==> src/rtl/sb_pkg.sv <==
// Shared types and sizing for the store buffer: the entry layout, the default
// geometry, and the word-granularity address compare used by forwarding.
package sb_pkg;

   localparam int SB_DEPTH = 4;
   localparam int SB_AW    = 32;
   localparam int SB_DW    = 32;

   localparam int SB_PTR_W = $clog2(SB_DEPTH);
   localparam int SB_CNT_W = SB_PTR_W + 1;

   // The entry layout is fixed by SB_AW/SB_DW, so the top's AW/DW must stay
   // equal to these values.
   typedef struct packed {
      logic [SB_AW-1:0] addr;
      logic [SB_DW-1:0] data;
   } sb_entry_t;

   // Loads and stores hit the same entry when they address the same 32-bit word.
   function automatic logic word_match(input logic [SB_AW-1:0] a,
                                       input logic [SB_AW-1:0] b);
      return a[SB_AW-1:2] == b[SB_AW-1:2];
   endfunction

endpackage

==> src/rtl/sb_forward.sv <==
// Load forwarding search: finds the youngest valid buffered store whose word
// address matches the lookup address and returns its data.
module sb_forward
   import sb_pkg::*;
#(
   parameter int DEPTH = SB_DEPTH,
   parameter int PTR_W = $clog2(DEPTH)
) (
   input  sb_entry_t [DEPTH-1:0] entries,
   input  logic [DEPTH-1:0]      valid,
   input  logic [PTR_W-1:0]      tail,
   input  logic [SB_AW-1:0]      addr,
   output logic                  hit,
   output logic [SB_DW-1:0]      data
);

   logic [PTR_W-1:0] idx;

   // Walk from oldest (tail-DEPTH) to youngest (tail-1); later matches overwrite
   // earlier ones, so the youngest match wins.
   always_comb begin
      hit  = 1'b0;
      data = '0;
      idx  = '0;
      for (int k = DEPTH; k >= 1; k--) begin
         idx = tail - PTR_W'(k);
         if (valid[idx] && word_match(entries[idx].addr, addr)) begin
            hit  = 1'b1;
            data = entries[idx].data;
         end
      end
   end

endmodule

==> src/rtl/store_buffer.sv <==
// Posted-write buffer between the core data port and data memory. Stores are
// queued and drained in order whenever memory is ready; loads are forwarded
// from the youngest matching buffered store, otherwise served from memory.
module store_buffer
   import sb_pkg::*;
#(
   parameter int DEPTH = SB_DEPTH,
   parameter int AW    = SB_AW,
   parameter int DW    = SB_DW
) (
   input  logic                     clk,
   input  logic                     reset,
   input  logic                     cpu_we,
   input  logic [AW-1:0]            cpu_adr,
   input  logic [DW-1:0]            cpu_wd,
   output logic [DW-1:0]            cpu_rd,
   output logic                     stall,
   output logic                     mem_we,
   output logic [AW-1:0]            mem_wa,
   output logic [DW-1:0]            mem_wd,
   input  logic                     mem_ready,
   output logic [AW-1:0]            mem_ra,
   input  logic [DW-1:0]            mem_rd,
   output logic                     empty,
   output logic [$clog2(DEPTH):0]   count
);

   localparam int PTR_W = $clog2(DEPTH);
   localparam int CNT_W = PTR_W + 1;

   sb_entry_t [DEPTH-1:0] entries;
   logic [PTR_W-1:0]      head;
   logic [PTR_W-1:0]      tail;
   logic [DEPTH-1:0]      valid;
   logic                  full;
   logic                  push;
   logic                  pop;
   logic                  fwd_hit;
   logic [DW-1:0]         fwd_data;
   logic [PTR_W-1:0]      offset;

   // A pop that frees a slot does not admit a store in the same cycle; the
   // stalled store enters on the following cycle.
   assign full   = (count == CNT_W'(DEPTH));
   assign empty  = (count == '0);
   assign stall  = cpu_we && full;
   assign push   = cpu_we && !full;
   assign mem_we = !empty;
   assign pop    = mem_we && mem_ready;
   assign mem_wa = entries[head].addr;
   assign mem_wd = entries[head].data;
   assign mem_ra = cpu_adr;

   // Pointers and occupancy; reset discards any pending stores at once.
   always_ff @(posedge clk or negedge reset) begin
      if (!reset) begin
         head  <= '0;
         tail  <= '0;
         count <= '0;
      end else begin
         if (push) tail <= tail + PTR_W'(1);
         if (pop)  head <= head + PTR_W'(1);
         if (push && !pop)
            count <= count + CNT_W'(1);
         else if (pop && !push)
            count <= count - CNT_W'(1);
      end
   end

   // Entry storage needs no reset: validity comes only from head/count.
   always_ff @(posedge clk) begin
      if (push) begin
         entries[tail].addr <= cpu_adr;
         entries[tail].data <= cpu_wd;
      end
   end

   // An entry is live when its distance from head is below the occupancy.
   always_comb begin
      valid  = '0;
      offset = '0;
      for (int i = 0; i < DEPTH; i++) begin
         offset   = PTR_W'(i) - head;
         valid[i] = ({1'b0, offset} < count);
      end
   end

   sb_forward #(
      .DEPTH (DEPTH),
      .PTR_W (PTR_W)
   ) u_forward (
      .entries (entries),
      .valid   (valid),
      .tail    (tail),
      .addr    (cpu_adr),
      .hit     (fwd_hit),
      .data    (fwd_data)
   );

   // Forwarded data takes priority over memory read data.
   always_comb begin
      cpu_rd = fwd_hit ? fwd_data : mem_rd;
   end

endmodule

==> config.mk <==
export PLATFORM = sky130hd
export DESIGN_NAME = store_buffer
export DESIGN_NICKNAME = d
export VERILOG_FILES = /design/src/rtl/sb_pkg.sv /design/src/rtl/sb_forward.sv /design/src/rtl/store_buffer.sv
export SDC_FILE = /design/constraint.sdc
export NUM_CORES = 1
export LEC_CHECK = 0
export CAP_MARGIN = 20
export CORE_MARGIN = 2
export CORE_UTILIZATION = 52
export DETAILED_ROUTE_END_ITERATION = 12
export PLACE_DENSITY = 0.78
export SLEW_MARGIN = 10
export SYNTH_ARGS = -nofsm -noshare
export SYNTH_HDL_FRONTEND = slang
export SYNTH_SLANG_ARGS = --single-unit
==> constraint.sdc <==
create_clock -name clk -period 4.6 [get_ports clk]
set_input_delay 0.92 -clock clk [delete_from_list [all_inputs] [get_ports clk]]
set_output_delay 0.92 -clock clk [all_outputs]
set_load 0.005 [all_outputs]
# Word-level counts from Yosys, hierarchy flattened
# Index checks and enable logic that the tools add are counted.
[word_totals]
word_cells = 88
output_inout_bits = 134
regBits = 263
inputBits = 100
[classes]
eq_ne = 5
n_mux = 35
reduce_logical = 16
order_cmp = 10
n_addsub = 11
[ops]
columns = ["operator", "count"]
rows = [
  ["64-bit binary-select mux with 2-bit select", 5],
  ["256-bit bitwise mux", 2],
  ["64-bit two-way mux", 6],
  ["64-bit demux with 2-bit select", 2],
  ["32-bit two-way mux", 6],
  ["30-bit == test", 4],
  ["2-bit by 3-bit < comparator with 1-bit output (second input constant)", 5],
  ["2-bit by 3-bit < comparator with 1-bit output", 4],
  ["1-bit logical AND", 10],
  ["1-bit binary-select mux with 2-bit select", 4],
  ["1-bit two-way mux", 8],
  ["3-bit two-way mux", 2],
  ["2-bit by 1-bit adder with 2-bit output (second input constant)", 2],
  ["1-bit zero test", 4],
  ["1-bit by 2-bit subtractor with 2-bit output (first input constant)", 2],
  ["2-bit subtractor (first input constant)", 2],
  ["2-bit subtractor (second input constant)", 2],
  ["3-bit by 1-bit adder with 3-bit output (second input constant)", 1],
  ["3-bit == test (second input constant)", 1],
  ["3-bit zero test", 1],
  ["3-bit by 1-bit subtractor with 3-bit output (second input constant)", 1],
  ["2-bit by 1-bit greater-or-equal comparator with 1-bit output (second input constant)", 1],
  ["2-bit nonzero test", 1],
  ["2-bit by 1-bit subtractor with 2-bit output (second input constant)", 1],
]

# Depth between registers and ports, before layout
[depth]
depth_word = 10
depth_mapped = 20
mapped_depth_nobuf = 12

# Hierarchy
# Synthesis repeated with hierarchy kept, for this count alone.
[hier_totals]
cells_unflattened = 1545
area_unflattened_um2 = 19611.3
[by_module_without_submodules]
columns = ["mod", "cells_each", "area_each_um2", "seq_area_each_um2", "instances"]
rows = [
  ["store_buffer", 598, 11282.1, 7862.5, 1],
  ["sb_forward", 947, 8329.2, 0.0, 1],
]

# Worst setup path after synthesis
# OpenSTA, ideal clock, no wires.
[synth_path]
path_type = "register to output"
from = "register tail[0]"
to = "output cpu_rd[10]"
path_buffers = 8
slack_ns = 0.041
t_arrival_ns = 3.639
required_time_ns = 3.680
path_stages_with_launch = 15
path_cell_list = "dfrtp_1 buf_6 buf_12 buf_12 inv_1 buf_2 ha_1 clkbuf_1 buf_2 buf_1 clkbuf_1 mux4_2 and2_1 a211oi_1 o21ai_1"
[synth_via]
word_cells_on_any_way = 36
classes_between = "add/sub (3); eq/ne (4); mux (25); reduce/logical (4)"
[synth_lines]
columns = ["element", "line", "source"]
rows = [
  ["start: declaration", "store_buffer.sv:33", "logic [PTR_W-1:0] tail;"],
  ["start signal: assignment", "store_buffer.sv:61", "if (push) tail <= tail + PTR_W'(1);"],
  ["2-bit by 1-bit subtractor with 2-bit output (*)", "sb_forward.sv:26", "idx = tail - PTR_W'(k);"],
  ["via u_forward.idx[0]", "sb_forward.sv:17", "logic [PTR_W-1:0] idx;"],
  ["64-bit binary-select mux with 2-bit select", "sb_forward.sv:27, sb_forward.sv:29", ""],
  ["64-bit two-way mux (not written as such)", "sb_forward.sv:27", "if (valid[idx] && word_match(entries[idx].addr, addr)) begin"],
  ["30-bit == test", "sb_pkg.sv:22", "return a[SB_AW-1:2] == b[SB_AW-1:2];"],
  ["1-bit logical AND", "sb_forward.sv:27", ""],
  ["32-bit two-way mux / 1-bit two-way mux (equally long branches)", "sb_forward.sv:27", ""],
  ["32-bit two-way mux (*)", "store_buffer.sv:102", "cpu_rd = fwd_hit ? fwd_data : mem_rd;"],
  ["end: declaration", "store_buffer.sv:16", "output logic [DW-1:0] cpu_rd,"],
]
# The timed path passes the listed nets; every way through them passes the cells marked *. The select of a mux whose other input is x is not followed.

# Final worst setup path
[layout_path]
from = "register tail[0]"
to = "output cpu_rd[15]"
[layout_via]
elab_chain_cells = 9
word_cells_on_any_way = 36
classes_between = "add/sub (3); eq/ne (4); mux (25); reduce/logical (4)"
[layout_lines]
columns = ["element", "line"]
rows = [
  ["2-bit subtractor / 64-bit binary-select mux with 2-bit select (equally long branches)", "sb_forward.sv:26, sb_forward.sv:27, sb_forward.sv:29"],
  ["64-bit binary-select mux with 2-bit select / 64-bit two-way mux (equally long branches)", "sb_forward.sv:27, sb_forward.sv:29"],
  ["64-bit two-way mux (not written as such) / 30-bit == test (equally long branches)", "sb_forward.sv:29, sb_pkg.sv:22"],
  ["30-bit == test / 1-bit logical AND (equally long branches)", "sb_pkg.sv:22, sb_forward.sv:27"],
  ["1-bit logical AND, or another cell as far along", "sb_forward.sv:27"],
  ["32-bit two-way mux / 1-bit two-way mux (equally long branches) (3 in series)", "sb_forward.sv:27"],
  ["32-bit two-way mux (*)", "store_buffer.sv:102"],
]
# Mark *: on every way between the ends. The rest lies on a longest branch, timed or not. The select of a mux whose other input is x is not followed.

==> results.toml <==
[run_status]
outcome = "finished, violations left"
violations = "negative setup slack"

[placement]
dp.final_hpwl_microns = 36300
gp_congestion = 0.955
dp_slack_ps = -533
placed_cells = 2165
port_buffers = 233
placed_cell_area_sq_um = 23200

[synthesis]
synth_area_leaders = "edfxtp_1, mux4_2, and2_1"
ys_seq_elements = 263
yosysWarnings = 0
yosysSeqAreaShare_pct = 40.1
synthesis.nets = 1529
synth_top_area_share_pct = 39.2
yosysTopAreaCell = "edfxtp_1"
syn_inst = 1419
async_flop_share_pct = 2.66
synth-edff-count = 256
yosysUniqueCellTypes = 60
syn-mean-instance-area_sq_um = 13.8
ys.flop_type = "edfxtp_1"
netlist_area_sq_um = 19600

[clock_network]
htree_levels = 1
clk_pin_slew_ps = 60
cts.sinks = 263
cts_buffers = 29
cts_buffer_depth = 3
clock-root-buffer = "clkbuf_16"
hold_buffers = 0
cts_tree = "yes"
clkLatencyLatePin_ps = 560

[floorplanning]
rows = 71
io_pins = 234
die_area_sq_um = 39300
dieHeight_microns = 198
start_util_pct = 52.5
core_sq_um = 37400
die-width_microns = 198

[routing]
dr.first_iter.drc_count = 1580
wl_per_cell_microns = 25.3
ant_nets = 0
routed_wl_microns = 57600
dr.pass1.iters = 6
via_per_inst = 6.41
drc = 0
vias = 14577

[grt]
grt_max_degree = 130
overflow = 0
grt_pass1_vias = 14576
track_usage_pct = 28.8
grt_pass1_wl_microns = 85600
antenna_found_initial = 2

[layout]
most-common-layout-cells = "mux4_2, edfxtp_1, clkdlybuf4s50_1"
final_area_sq_um = 25300
layout-drive-gt1-share_pct = 38.2
finish.utilization_pct = 67.6
final_common_cell = "mux4_2"
area_delta_synth_final_pct = 28.9
final_cells = 2273
fin_nets = 1849

[power_and_ir_drop]
ir_worst_vdd_uv = 512
power_mw = 16.9
power_density_nw_per_um2 = 668
p_leak_nw = 9.04

[worst_setup_path]
path_class = "flop to output port"
cp.arrival_ps = 4230
crit_path_start_kind = "flop"
required_ps = 3680
critPathMaxFanout = 8
end_kind = "output port"

[sta]
hold_viol = 0
layout_worst_path_cycle_share_pct = 112
rsz0062_at_grt = "true"
relSlewSlack_pct = 34.1
skew_ps = 12.2
maxSlewViolCount = 0
worst_slack_ps = -550
worst_pin_slew_ps = 989
min_period_ps = 5150
setup_viol = 32
fmax_ghz = 0.194

[hold_path]
min_path_type = "flop to flop"

[job]
cap_viol_max_count = 0
registers in the layout, summed over array words and instances (netlist names):
| register | flops |
|---|---|
| entries | 256 |
| count | 3 |
| head | 2 |
| tail | 2 |
per-layer routing:
metal,vias up,GRT usage (%),part of all wire [%]
met3,140,5.35,9.7
met1,7431,37.2,36
met5,-,0,0
met2,833,48.9,51
met4,0,10.1,3.4
li1,6173,-,-
cell families (layout without fill, tap and decap cells):
group,count (synthesis),after routing,share of synthesized area (%)
muxes,340,340,34.0
and+or+nand+nor,314,314,8.82
adders and majority gates,10,10,0.676
xor gates and xnor gates,138,138,6.16
other,0,2,0
DFF,263,263,40.1
buffers and inverters,206,547,5.50
AOI/OAI and AO/OA,148,148,4.81
cell usage after synthesis (4+ instances only):
master	number
mux4_2	259
edfxtp_1	256
and2_1	158
xnor2_1	106
mux2i_1	76
clkbuf_1	66
nand2_1	47
nor2_1	45
inv_1	42
o21ai_0	38
buf_4	36
a211oi_1	34
o21ai_1	32
xor2_1	32
buf_2	23
buf_1	22
nand4_1	17
a21oi_1	10
nor4_1	10
buf_6	9
ha_1	9
nand3_1	8
nor3_1	8
dfrtp_1	7
and2_0	6
o22ai_1	6
o2111ai_1	5
o2bb2ai_1	4
repair_timing:
item	4_1_cts	5_1_grt
pin swaps	68	35
setup endpoints to repair	32	32
resized for setup	212	75
setup buffers	18	33
hold endpoints to repair	0	0
gates cloned	5	3
per-stage QoR:
stage / hold slack (ps) / setup TNS (ps)
6_report: 652 / -14550
5_1_grt: 678 / -17590
4_1_cts: 660 / -13880
3_5_place_dp: 648 / -12960
3_3_place_gp: 640 / -12730
2_1_floorplan: 597 / 0
critical path, cell delays in order, from the launching register on:
cell and delay, ps:
dfrtp_4 510, inv_4 80, ha_4 250, buf_12 150, buf_12 130, buf_8 130
mux4_2 290, xnor2_1 210, nand4_1 210, or4_4 500, o21ai_2 250, nor2_4 90
buf_12 150, buf_12 140, buf_4 130, a211oi_2 230, o21ai_1 80, buf_2 120
layout make-up:
| cell class | count | area (sq um) |
|---|---|---|
| fill | 2524 | 12100 |
| inverter | 42 | 160 |
| multi-input combinational | 950 | 11400 |
| timing repair buffer | 453 | 4350 |
| sequential | 263 | 7880 |
| tap | 511 | 639 |
| clock buffer | 37 | 756 |
| clock inverter | 15 | 149 |
| antenna | 2 | 5.00 |
power breakdown:
| part | switching, mW | internal [mW] |
|---|---|---|
| Combinational | 4.96 | 5.94 |
| Clock | 0.956 | 1.32 |
| Sequential | 0.444 | 3.28 |
worst paths after layout:
check                               from      endpoint  cells after the start  slack (ps)
worst max-delay path             tail[0]    cpu_rd[15]                     17        -550
worst min-delay path            count[1]      count[1]                      2         650
worst max register to register   tail[0]  entries[205]                      6        1700
worst min register to register  count[1]      count[1]                      2         650
max in group asynchronous          reset       head[0]                      1        3580
min in group asynchronous          reset       tail[0]                      1         680
(Power assumes the default switching activity.)
